==> src/rtl/sd_port_sched.sv <==
// sd_port_sched: shares the hps_io SD sector channel between CD ISO reads and backup-RAM load/save, and formats backup RAM
// Ports:
//   clk_sys, reset_n                      clock, asynchronous active-low reset
//   cd_lba, cd_rd, cd_ack                 CD sector requester
//   bk_ena, bk_load, bk_save, format      backup image mounted writable, status-bit requests (rising edge)
//   dl_done, img_nz                       ROM download end pulse and non-empty image, triggers autoload
//   sd_lba, sd_rd, sd_wr, sd_ack          hps_io sector channel
//   sd_buff_addr, sd_buff_wr              hps_io sector buffer word index and write strobe
//   bram_addr_b, bram_data_b, bram_wr_b   backup RAM port B
//   bk_busy, bk_loading                   backup activity status
module sd_port_sched #(
    parameter int BK_SECTORS = 16,
    parameter int BK_LBA_W   = 4
) (
    input  logic                  clk_sys,
    input  logic                  reset_n,
    input  logic [31:0]           cd_lba,
    input  logic                  cd_rd,
    output logic                  cd_ack,
    input  logic                  bk_ena,
    input  logic                  bk_load,
    input  logic                  bk_save,
    input  logic                  format,
    input  logic                  dl_done,
    input  logic                  img_nz,
    output logic [31:0]           sd_lba,
    output logic                  sd_rd,
    output logic                  sd_wr,
    input  logic                  sd_ack,
    input  logic [7:0]            sd_buff_addr,
    input  logic                  sd_buff_wr,
    output logic [BK_LBA_W+7:0]   bram_addr_b,
    output logic [15:0]           bram_data_b,
    output logic                  bram_wr_b,
    output logic                  bk_busy,
    output logic                  bk_loading
);
    typedef enum logic [2:0] {IDLE, CD_REQ, CD_WAIT, BK_REQ, BK_WAIT, FMT} state_t;
    state_t state, state_nx;
    logic load_q, save_q, fmt_q, bk_pend, pend_load, fmt_pend, rr_bk;
    logic load_req, save_req, grant_bk, last_sec;
    logic [BK_LBA_W-1:0] bk_lba;
    logic [1:0] fmt_cnt;
    // autoload after a ROM download is treated exactly like a load request
    assign load_req = (bk_load & ~load_q) | (dl_done & img_nz);
    assign save_req = bk_save & ~save_q;
    // round-robin only matters when both requesters are waiting
    assign grant_bk = bk_pend & (rr_bk | ~cd_rd);
    assign last_sec = bk_lba == BK_LBA_W'(BK_SECTORS - 1);
    always_comb begin
        state_nx = state;
        case (state)
            IDLE:    if (!sd_ack) state_nx = grant_bk ? BK_REQ : cd_rd ? CD_REQ : (fmt_pend && !bk_busy) ? FMT : IDLE;
            CD_REQ:  if (sd_ack) state_nx = CD_WAIT;
            CD_WAIT: if (!sd_ack) state_nx = IDLE;
            BK_REQ:  if (sd_ack) state_nx = BK_WAIT;
            BK_WAIT: if (!sd_ack) state_nx = IDLE;
            FMT:     if (&fmt_cnt) state_nx = IDLE;
            default: state_nx = IDLE;
        endcase
    end
    assign sd_rd = state == CD_REQ || (state == BK_REQ && bk_loading);
    assign sd_wr = state == BK_REQ && !bk_loading;
    assign cd_ack = sd_ack && (state == CD_REQ || state == CD_WAIT);
    assign bram_wr_b = state == FMT || (sd_buff_wr && sd_ack && bk_loading && (state == BK_REQ || state == BK_WAIT));
    assign bram_addr_b = state == FMT ? {{(BK_LBA_W+6){1'b0}}, fmt_cnt} : {bk_lba, sd_buff_addr};
    // HUBM header: "HU" "BM" then the two size/marker words
    assign bram_data_b = state != FMT ? 16'h0000 : fmt_cnt == 2'd0 ? 16'h5548 : fmt_cnt == 2'd1 ? 16'h4D42 : fmt_cnt == 2'd2 ? 16'h8800 : 16'h8010;
    always_ff @(posedge clk_sys or negedge reset_n) begin
        if (!reset_n) state <= IDLE;
        else state <= state_nx;
    end
    always_ff @(posedge clk_sys or negedge reset_n) begin
        if (!reset_n) begin
            load_q     <= 1'b0;
            save_q     <= 1'b0;
            fmt_q      <= 1'b0;
            bk_pend    <= 1'b0;
            pend_load  <= 1'b0;
            fmt_pend   <= 1'b0;
            rr_bk      <= 1'b0;
            bk_lba     <= '0;
            fmt_cnt    <= 2'd0;
            sd_lba     <= 32'd0;
            bk_busy    <= 1'b0;
            bk_loading <= 1'b0;
        end else begin
            load_q <= bk_load;
            save_q <= bk_save;
            fmt_q  <= format;
            if (bk_ena && !bk_busy && (load_req || save_req)) begin
                bk_pend   <= 1'b1;
                pend_load <= load_req;
            end
            if (state == IDLE && state_nx == CD_REQ) sd_lba <= cd_lba;
            if (state == IDLE && state_nx == BK_REQ) begin
                sd_lba     <= {{(32-BK_LBA_W){1'b0}}, bk_lba};
                bk_busy    <= 1'b1;
                bk_loading <= pend_load;
            end
            if (state == IDLE && state_nx == FMT) bk_busy <= 1'b1;
            if (state == CD_WAIT && !sd_ack) rr_bk <= 1'b1;
            // bk_lba wraps to 0 after the last sector, ready for the next transfer
            if (state == BK_WAIT && !sd_ack) begin
                rr_bk  <= 1'b0;
                bk_lba <= bk_lba + 1'b1;
                if (last_sec) begin
                    bk_busy    <= 1'b0;
                    bk_loading <= 1'b0;
                    bk_pend    <= 1'b0;
                end
            end
            if (state == FMT) begin
                fmt_cnt <= fmt_cnt + 2'd1;
                if (&fmt_cnt) begin
                    fmt_pend <= 1'b0;
                    bk_busy  <= 1'b0;
                end
            end
            // a new format edge wins over the end-of-format clear
            if (format && !fmt_q) fmt_pend <= 1'b1;
        end
    end
endmodule

==> config.mk <==
export PLATFORM = sky130hd
export DESIGN_NAME = sd_port_sched
export DESIGN_NICKNAME = d
export VERILOG_FILES = /design/src/rtl/sd_port_sched.sv
export SDC_FILE = /design/constraint.sdc
export NUM_CORES = 1
export LEC_CHECK = 0
export BUFFER_PORTS_ARGS = -buffer_cell sky130_fd_sc_hd__buf_2
export CORE_ASPECT_RATIO = 0.6
export CORE_MARGIN = 4
export CORE_UTILIZATION = 50
export DETAILED_ROUTE_END_ITERATION = 10
export GPL_TIMING_DRIVEN = 0
export PLACE_DENSITY = 0.85
export SLEW_MARGIN = 40
export SYNTH_ARGS = -nofsm -noshare
export SYNTH_HDL_FRONTEND = slang
export SYNTH_SLANG_ARGS = --single-unit
==> constraint.sdc <==
create_clock -name clk_sys -period 4 [get_ports clk_sys]
set_input_delay 0.8 -clock clk_sys [delete_from_list [all_inputs] [get_ports clk_sys]]
set_output_delay 0.8 -clock clk_sys [all_outputs]
set_load 0.1 [all_outputs]
* After elaboration in Yosys (flattened, before gate mapping)
Cells that the tools add are included.
Word-level totals: output and inout bits 66, register bits after elaboration 50, bits of input ports 51, logic and storage cells 102
Operators by class: mux-type cells 33, reductions and logical operators 33, bitwise operators 9, add/sub/neg operators 2, equal/unequal tests 12
Operator list (number):
- 32-bit two-way mux | 2
- 16-bit two-way mux | 3
- 12-bit two-way mux | 2
- 3-bit two-way mux | 8
- 1-bit two-way mux | 17
- 1-bit logical AND | 15
- 3-bit one-hot mux with 5 select lines | 1
- 3-bit by 2-bit equality test with 1-bit output (second input constant) | 3
- 3-bit equality test (second input constant) | 3
- 2-bit nonzero test | 4
- 3-bit by 1-bit equality test with 1-bit output (second input constant) | 2
- 1-bit logical OR | 5
- 4-bit by 1-bit adder with 4-bit output (second input constant) | 1
- 1-bit AND | 4
- 4-bit equality test (second input constant) | 1
- 1-bit zero test | 4
- 2-bit AND reduction | 2
- 3-bit zero test | 1
- 3-bit inequality test (second input constant) | 1
- 1-bit inverter | 3
- 2-bit by 1-bit adder with 2-bit output (second input constant) | 1
- 2-bit by 1-bit equality test with 1-bit output (second input constant) | 1
- 2-bit equality test (second input constant) | 1
- 2-bit zero test | 1
- other kinds (2) | 3

* Depth between registers and ports, before layout
Gate-level depths: netlist of run 1.
depth after elaboration 15, depth in mapped cells 7, depth with buffers taken out 4

* Worst setup path after synthesis of run 1
Ideal clock, no wire load.
path kind reg-to-output, start reg bk_loading, end out sd_rd, path buffers 0, arrival 3340 ps, setup slack -140 ps, cell stages (with the launch flop) 3, cells stage by stage dfrtp_1 inv_1 a211oi_1
On the way: cells in the longest elaborated chain, start to end 2
Ends and longest elaborated chain:
- from (decl) | RTL line 36 | output logic bk_loading
- from (signal assigned) | RTL line 99 | bk_loading <= pend_load;
- 1-bit logical AND | RTL line 62 | assign sd_rd = state == CD_REQ || (state == BK_REQ && bk_loading);
- 1-bit logical OR | RTL line 62
- to (decl) | RTL line 27 | output logic sd_rd,
No other way between the ends.

* Worst setup path in the final report of run 1
start reg state[0], end out bram_data_b[14]
On the way: cells in the longest elaborated chain, start to end 2
Ends and longest elaborated chain:
- from (decl) | RTL line 39 | state_t state, state_nx;
- from (signal assigned) | RTL line 71 | else state <= state_nx;
- 3-bit inequality test | RTL line 68 | assign bram_data_b = state != FMT ? 16'h0000 : fmt_cnt == 2'd0 ? 16'h5548 : fmt_cnt == 2'd1 ? 16'h4D42 : fmt_c ...
- 16-bit two-way mux | RTL line 68
- to (decl) | RTL line 33 | output logic [15:0] bram_data_b,
No other way between the ends.

==> results.ini, run 1 <==
[outcome]
outcome = completed

[worst_hold_path]
hold_path_startpoint = fmt_q
holdPathEnd = fmt_pend
hold_depth = 1
hold_class = reg -> reg

[synthesis]
synth_cell_type_count = 36
synthMuxAreaShare_pct = 0.850
yosysWarnings = 0
syn_area_um2 = 2500
synth_edf_count = 0
yosysSeqAreaShare_pct = 50.0
synth_top_family_by_area = simple AND/OR/NAND/NOR gates
synth_adder_area_share_pct = 2.00
synth_compound_gate_area_share_pct = 9.50
synth_seq_cells = 50
synthSimpleGateAreaFrac_pct = 26.5
async_flop_share_pct = 100
ys_dominant_reg_cell = dfrtp_1
synth.avg_cell_area_um2 = 8.97
synth_cells = 279
synthXorXnorAreaFrac_pct = 2.10

[final_layout]
fin_util_pct = 68.8
layout.cells.most_common = buf_2
syn_to_final_growth_pct = 29.4
register_area_um2 = 1250
nFillCells = 394
antenna_cells = 0
fin_nets = 456
drive_above_1_share_pct = 35.9
multi_input_area_um2 = 1050
final_cell_mix = buf_2 (116), nand2_1 (65), dfrtp_1 (50)

[critical_path]
startpoint = state[0]
end_kind = primary output
crit_required_ns = 3.20
critPathKind = reg -> out
path_max_fanout = 10
r2r_cells = 4
worst_r2r_endpoint = sd_lba[3]
crit_path_start_kind = register
r2r_setup_slack_ns = 2.16
crit_arrival_ns = 2.38
r2r-start = state[0]

[routing]
drc = 0
wl_per_cell_um = 13.4
drtPass1Iterations = 4
wl_um = 6200
ant_nets = 0
vias_per_cell = 4.86
num_vias = 2257
first_iter_violations = 83

[cts]
clock_latency_ns = 0.30
cts_setup_buffers = 0
path_clk_slew_ns = 0.09
cts_hold_buf = 0
root_buffer = clkbuf_8
numCtsBuffers = 5
clockBufferDepth = 2
cts_tree = done
cts_resized = 0
cts.htree.levels = 2
cts.sinks = 50

[global_route]
grt-ovfl-total = 0
grt_pass1_wl_um = 10700
grt_pass1_vias = 2195
grt_max_degree = 51
grt_antenna_before_repair = 0
grt_use_total_pct = 20.6

[sta]
final-setup-viol-count = 0
slew_violations = 0
hold_violations = 0
max_freq_mhz = 314
maxSlewHeadroom_pct = 59.1
period_share_pct = 79.6
rsz0062_at_grt = false
tightest_slew_ns = 0.614
clock_skew_ns = 0.00546
min_period_ns = 3.18

[floorplan]
chipWidth_um = 99.3
core-area_um2 = 4710
ioPinCount = 117
start_util_pct = 53.2
die_area_um2 = 6240
rows = 19
die_y_um = 62.8

[placed_design]
routabilityCongestion = 0.839
dpl.hpwl_um = 4780
io_buffers = 110

[flow_run]
maxCapViolCount = 0

critical path: stages, from the launching register on:
cell     delay [ns]
dfrtp_1        0.40
buf_4          0.20
inv_1          0.11
or2_2          0.30
buf_2          0.16
buf_6          0.14
nor2_1         0.21
buf_4          0.15
buf_2          0.41
cell type report:
cell class | instances | area share, %
buffer | 28 | 5.72
tap | 63 | 2.43
sequential | 50 | 38.6
clock buffer | 6 | 2.24
clock inverter | 1 | 0.232
timing repair buffer | 110 | 17.1
multi-input combinational | 196 | 32.5
inverter | 10 | 1.16
kinds of logic (layout without fill, tap and decap cells):
kind of cell    after synthesis  in the layout
compound gates               39             39
xor+xnor                      6              6
fa+ha+maj                     4              4
buf+inv                      38            155
flops                        50             50
mux                           2              2
other cells                   1              6
simple gates                139            139
through the flow:
step	hold WS (ns)	area, µm²	std cells	setup WS, ns	TNS, ns
2_1_floorplan	0.409	2530	284	-0.0989	-0.217
3_3_place_gp	0.413	3160	457	1.21	0
3_5_place_dp	0.419	3160	457	1.15	0
4_1_cts	0.431	3240	464	0.815	0
5_1_grt	0.441	3240	464	0.680	0
6_report	0.431	3240	464	0.815	0
synth_stat cells (3+ instances only):
cell type	instances	area, µm²
nand2_1	65	244
dfrtp_1	50	1250
nand3_1	32	160
a21oi_1	17	85.1
and2_1	15	93.8
buf_4	13	97.6
nor2_1	12	45.0
inv_1	10	37.5
o21ai_0	9	45.0
buf_2	7	35.0
nor3_1	6	30.0
clkbuf_1	5	18.8
xnor2_1	5	43.8
ha_1	4	50.1
o31a_1	4	35.0
buf_6	3	33.8
nand2b_1	3	18.8
sequential cells by signal, indices dropped and copies added (netlist names):
name        count
bk_loading      1
bk_pend         1
fmt_pend        1
rr_bk           1
save_q          1
bk_busy         1
bk_lba          4
state           3
load_q          1
fmt_q           1
sd_lba         32
fmt_cnt         2
pend_load       1
routing by layer:
metal,vias up,GRT usage (%),share of wire (%)
li1,1146,-,-
met1,1038,30.4,49
met2,70,31.5,44
met3,3,5.35,7.6
met4,0,2.04,0.18
met5,-,0,0
how the worst max path moves through the flow:
| stage | to | slack (ns) | cells after the start |
|---|---|---|---|
| floorplan | bram_addr_b[0] | -0.1 | 6 |
| global placement | bram_data_b[8] | 1.21 | 8 |
| detailed placement | bram_data_b[14] | 1.15 | 8 |
| CTS | bram_data_b[14] | 0.82 | 8 |
| global route | bram_data_b[10] | 0.68 | 8 |
| finish | bram_data_b[14] | 0.82 | 8 |
Power of run 1 is not shown: default switching activity piles up to over one toggle a cycle in this logic, so the estimate is an artifact.
==> run 2, diff against run 1 <==
--- a/config.mk
+++ b/config.mk
@@ -8,10 +8,10 @@
 export BUFFER_PORTS_ARGS = -buffer_cell sky130_fd_sc_hd__buf_2
 export CORE_ASPECT_RATIO = 0.6
 export CORE_MARGIN = 4
-export CORE_UTILIZATION = 50
+export CORE_UTILIZATION = 47
 export DETAILED_ROUTE_END_ITERATION = 10
 export GPL_TIMING_DRIVEN = 0
-export PLACE_DENSITY = 0.85
+export PLACE_DENSITY = 0.81
 export SLEW_MARGIN = 40
 export SYNTH_ARGS = -nofsm -noshare
 export SYNTH_HDL_FRONTEND = slang
==> constraint.sdc (replaced) <==
create_clock -name clk_sys -period 3.1 [get_ports clk_sys]
set_input_delay 0.62 -clock clk_sys [delete_from_list [all_inputs] [get_ports clk_sys]]
set_output_delay 0.62 -clock clk_sys [all_outputs]
set_load 0.1 [all_outputs]
==> run 2 against run 1 <==
Net effect:
- global-route usage shrank 0.65 points
- critical path depth fell by 1
- via count increased by 2.0%
- clock skew shrank 0.0011 ns
- sequential share of layout area down 0.24 points
- count of clock-buffer cells in the layout unchanged
- worst setup slack lost 0.62 ns
- worst hold slack worse by 0.099 ns
- final cell count up 0.65%
- largest cell class unchanged
==> results.ini, run 2 (synthesis gave the netlist of run 1 again) <==
[global_route]
grt_antenna_before_repair = 0  ; unchanged
met1_usage_pct = 28.6  ; -1.9 points
grt_use_total_pct = 19.9  ; -0.65 points
grt_busiest_layer = met2
groute.layer.met2.usage_pct = 29.8  ; -1.7 points
grt_pass1_vias = 2293  ; +4.5%
grt_max_degree = 51  ; unchanged
grt-ovfl-total = 0  ; unchanged
grt_pass1_wl_um = 10500  ; -1.4%
grt_use_met3_pct = 5.59  ; +0.24 points

[placed_design]
post-place-ws_ns = 0.437  ; -0.715 ns
dpl.hpwl_um = 4910  ; +2.7%
io_buffers = 110  ; unchanged
placed_area_um2 = 3170  ; +0.40%
routabilityCongestion = 0.833  ; -0.62%

[cts]
clock_latency_ns = 0.29  ; about the same
cts.sinks = 50  ; unchanged
cts_hold_buf = 0  ; unchanged
numCtsBuffers = 5  ; unchanged
cts.htree.levels = 2  ; unchanged
root_buffer = clkbuf_8
clockBufferDepth = 2  ; unchanged
cts_tree = done
path_clk_slew_ns = 0.08  ; about the same

[final_layout]
reg_top3 = sd_lba (32), bk_lba (4), state (3)
fin_nets = 456  ; unchanged
finish.instance_area_um2 = 3260  ; +0.62%
drive_above_1_share_pct = 36.4  ; +0.50 points
final_cell_mix = buf_2 (113), nand2_1 (65), dfrtp_1 (50)
regMostFlops = sd_lba
antenna_cells = 0  ; unchanged
multi_input_area_um2 = 1060  ; +0.83%
fin_util_pct = 63.8  ; -5.0 points
largest_reg_flops = 32  ; unchanged
nFillCells = 450  ; +14%
layout.cells.most_common = buf_2
register_area_um2 = 1250  ; unchanged
syn_to_final_growth_pct = 30.2

[critical_path]
crit_required_ns = 2.48  ; -0.72 ns
critPathKind = reg -> out
crit_arrival_ns = 2.28  ; -0.10 ns
end_kind = primary output
crit_path_start_kind = register
path_max_fanout = 10  ; unchanged
r2r_cells = 4  ; unchanged

[routing]
wl_um = 6220  ; +0.40%
wl_per_cell_um = 13.3  ; -0.24%
drtPass1Iterations = 4  ; unchanged
drc = 0  ; unchanged
vias_per_cell = 4.93  ; +1.4%
first_iter_violations = 142  ; +71%
ant_nets = 0  ; unchanged
num_vias = 2303  ; +2.0%

[sta]
slew_violations = 0  ; unchanged
rsz0062_at_grt = false
hold_violations = 0  ; unchanged
final-setup-viol-count = 0  ; unchanged
max_freq_mhz = 345
tightest_slew_ns = 0.620  ; +0.00586 ns
fin_tns_setup_ns = 0  ; unchanged
clock_skew_ns = 0.00434  ; -0.00112 ns
worst_slack_ns = 0.199  ; -0.616 ns
period_share_pct = 93.6
min_period_ns = 2.90
maxSlewHeadroom_pct = 58.7  ; -0.39 points

[floorplan]
core-area_um2 = 5100  ; +8.5%
die_y_um = 64.5  ; +2.7%
die_area_um2 = 6590  ; +5.7%
chipWidth_um = 102  ; +2.9%
start_util_pct = 49.0  ; -4.1 points
ioPinCount = 117  ; unchanged
rows = 20  ; +1

[flow_run]
maxCapViolCount = 0  ; unchanged

[worst_hold_path]
hold_class = in -> async

[outcome]
outcome = completed

==> run 2: cell type report <==
class	count	area share, %
Multi-Input combinational cell	196	32.6
Clock inverter	1	0.230
Clock buffer	6	2.23
Inverter	10	1.15
Tap cell	66	2.53
Sequential cell	50	38.4
Timing Repair Buffer	110	17.2
Buffer	28	5.68
==> run 2: critical path, stage by stage, from the launching register on <==
cell	delay (ns)
dfrtp_1	0.40
buf_4	0.20
inv_1	0.12
or2_2	0.30
buf_2	0.16
buf_6	0.14
nor2_1	0.20
buf_2	0.47
==> run 2: final timing paths <==
path / from / endpoint / slack, ns
worst min register to register: fmt_q / fmt_pend / 0.43
worst min-delay path: reset_n / sd_lba[13] / 0.33
min in group clk_sys: fmt_q / fmt_pend / 0.43
max in group asynchronous: reset_n / sd_lba[11] / 2.34
worst max-delay path: state[0] / bram_data_b[6] / 0.20
worst max register to register: state[0] / sd_lba[3] / 1.29
==> run 2: layer usage <==
metal  wire, µm  share of wire [%]
met5          0                  0
met3        505                8.1
met1       2900                 47
met2       2730                 44
met4         78                1.3
==> run 2: timing repair <==
item                                    CTS  global route
buffers inserted                          0             0
gates resized for setup                   0             3
endpoints found under the setup margin    0             3
==> run 2: metrics by stage <==
step,instances,hold WS [ns]
3_3_place_gp,460,0.416
4_1_cts,467,0.360
2_1_floorplan,284,0.324
3_5_place_dp,460,0.428
5_1_grt,467,0.389
6_report,467,0.332
Power of run 2 is left out for the same reason.
==> run 3, diff against run 2 <==
--- a/config.mk
+++ b/config.mk
@@ -10,8 +10,7 @@
 export CORE_MARGIN = 4
 export CORE_UTILIZATION = 47
 export DETAILED_ROUTE_END_ITERATION = 10
-export GPL_TIMING_DRIVEN = 0
-export PLACE_DENSITY = 0.81
+export PLACE_DENSITY = 0.83
 export SLEW_MARGIN = 40
 export SYNTH_ARGS = -nofsm -noshare
 export SYNTH_HDL_FRONTEND = slang
==> run 3 against run 2 <==
Net effect:
- global-route usage decreased by 0.94 points
- maximum frequency decreased by 0.41%
- die area unchanged
- sequential share of layout area increased by 1.8 points
==> results.ini, run 3 (synthesis gave the netlist of run 1 again) <==
[outcome]
outcome = completed

[sta]
worst_slack_ns = 0.187  ; -0.0119 ns
final-setup-viol-count = 0  ; unchanged
clock_skew_ns = 0.0108  ; +0.00646 ns
rsz0062_at_grt = false
slew_violations = 0  ; unchanged
tightest_slew_ns = 0.614  ; -0.00597 ns
hold_violations = 0  ; unchanged
period_share_pct = 94.0  ; +0.38 points
max_freq_mhz = 343  ; -0.41%
maxSlewHeadroom_pct = 59.1  ; +0.40 points
min_period_ns = 2.91  ; +0.0119 ns

[floorplan]
ioPinCount = 117  ; unchanged
rows = 20  ; unchanged
die_y_um = 64.5  ; unchanged
start_util_pct = 49.0  ; unchanged
chipWidth_um = 102  ; unchanged
core-area_um2 = 5100  ; unchanged
die_area_um2 = 6590  ; unchanged

[placed_design]
dpl.hpwl_um = 4750  ; -3.3%
routabilityCongestion = 0.846  ; +1.6%
io_buffers = 110  ; unchanged
placed_area_um2 = 3040  ; -4.3%
post-place-ws_ns = 0.518  ; +0.0806 ns

[global_route]
grt_max_degree = 51  ; unchanged
grt_antenna_before_repair = 0  ; unchanged
grt_use_total_pct = 19.0  ; -0.94 points
grt_pass1_vias = 2115  ; -7.8%
grt_pass1_wl_um = 10100  ; -3.9%
grt-ovfl-total = 0  ; unchanged

[critical_path]
critPathKind = reg -> out
crit_arrival_ns = 2.29  ; about the same
r2r-start = bk_pend
crit_required_ns = 2.48  ; about the same
end_kind = primary output
startpoint = state[1]
r2r_setup_slack_ns = 0.98  ; -0.31 ns
crit_path_start_kind = register
path_max_fanout = 17  ; +7

[final_layout]
syn_to_final_growth_pct = 24.5
antenna_cells = 0  ; unchanged
finish.instance_area_um2 = 3110  ; -4.4%
drive_above_1_share_pct = 34.4  ; -2.0 points
largest_reg_flops = 32  ; unchanged
fin_nets = 433  ; -5.0%
final_cell_mix = buf_2 (110), nand2_1 (64), dfrtp_1 (50)
layout.cells.most_common = buf_2
regMostFlops = sd_lba
reg_top3 = sd_lba (32), bk_lba (4), state (3)

[worst_hold_path]
hold_class = in -> async

[cts]
cts_resized = 0  ; unchanged
cts_tree = done
cts.htree.levels = 2  ; unchanged
path_clk_slew_ns = 0.08  ; about the same
cts_setup_buffers = 0  ; unchanged
clock_latency_ns = 0.29  ; about the same
numCtsBuffers = 5  ; unchanged
clockBufferDepth = 2  ; unchanged
cts.sinks = 50  ; unchanged
cts_hold_buf = 0  ; unchanged
root_buffer = clkbuf_8

[routing]
num_vias = 2251  ; -2.3%
first_iter_violations = 128  ; -9.9%
drtPass1Iterations = 4  ; unchanged
wl_um = 6200  ; -0.31%
drc = 0  ; unchanged
ant_nets = 0  ; unchanged
vias_per_cell = 5.07  ; +2.8%
wl_per_cell_um = 14.0  ; +4.9%

[flow_run]
maxCapViolCount = 0  ; unchanged

==> run 3: cell types whose count changed in the layout (fill, tap and decap cells not counted), sizes merged <==
| cell | previous run | this run |
|---|---|---|
| clkinvlp | 1 | 0 |
| clkinv | 0 | 2 |
| clkbuf | 14 | 5 |
| buf | 130 | 115 |
==> run 3: routing by layer <==
metal,GRT usage (%),vias to the layer above,part of all wire [%]
met3,4.41,4,9.0
met5,0,-,0
met1,27.4,1061,46
met4,2.78,0,0.47
met2,29.9,88,45
li1,-,1098,-
==> run 3: cell type report <==
class,count,area (µm²)
tap,66,82.6
timing repair buffer,115,601
clock buffer,5,68.8
clock inverter,2,10.0
sequential,50,1250
inverter,10,37.5
fill,474,1990
multi-input combinational,196,1060
==> run 3: worst paths after layout <==
kind                                       end  cells after the start
max in group asynchronous            sd_lba[0]                      2
worst max register to register       sd_lba[0]                      5
worst max-delay path            bram_data_b[6]                      4
worst min-delay path                sd_lba[19]                      2
min in group clk_sys                  fmt_pend                      1
worst min register to register        fmt_pend                      1
==> run 3: critical path, stage by stage (launching register included) <==
cell and delay (ns):
dfrtp_1 0.57, nand2b_1 0.31, or2_2 0.43, nor2_1 0.22, buf_2 0.47
==> run 3: per-stage QoR <==
step	util (%)	cells	hold WS [ns]	setup TNS (ns)
4_1_cts	61.0	444	0.435	0
6_report	61.0	444	0.418	0
3_3_place_gp	59.4	437	0.426	0
2_1_floorplan	-	284	0.324	-4.62
5_1_grt	61.0	444	0.429	0
3_5_place_dp	59.5	437	0.423	0
Power of run 3 is left out for the same reason.
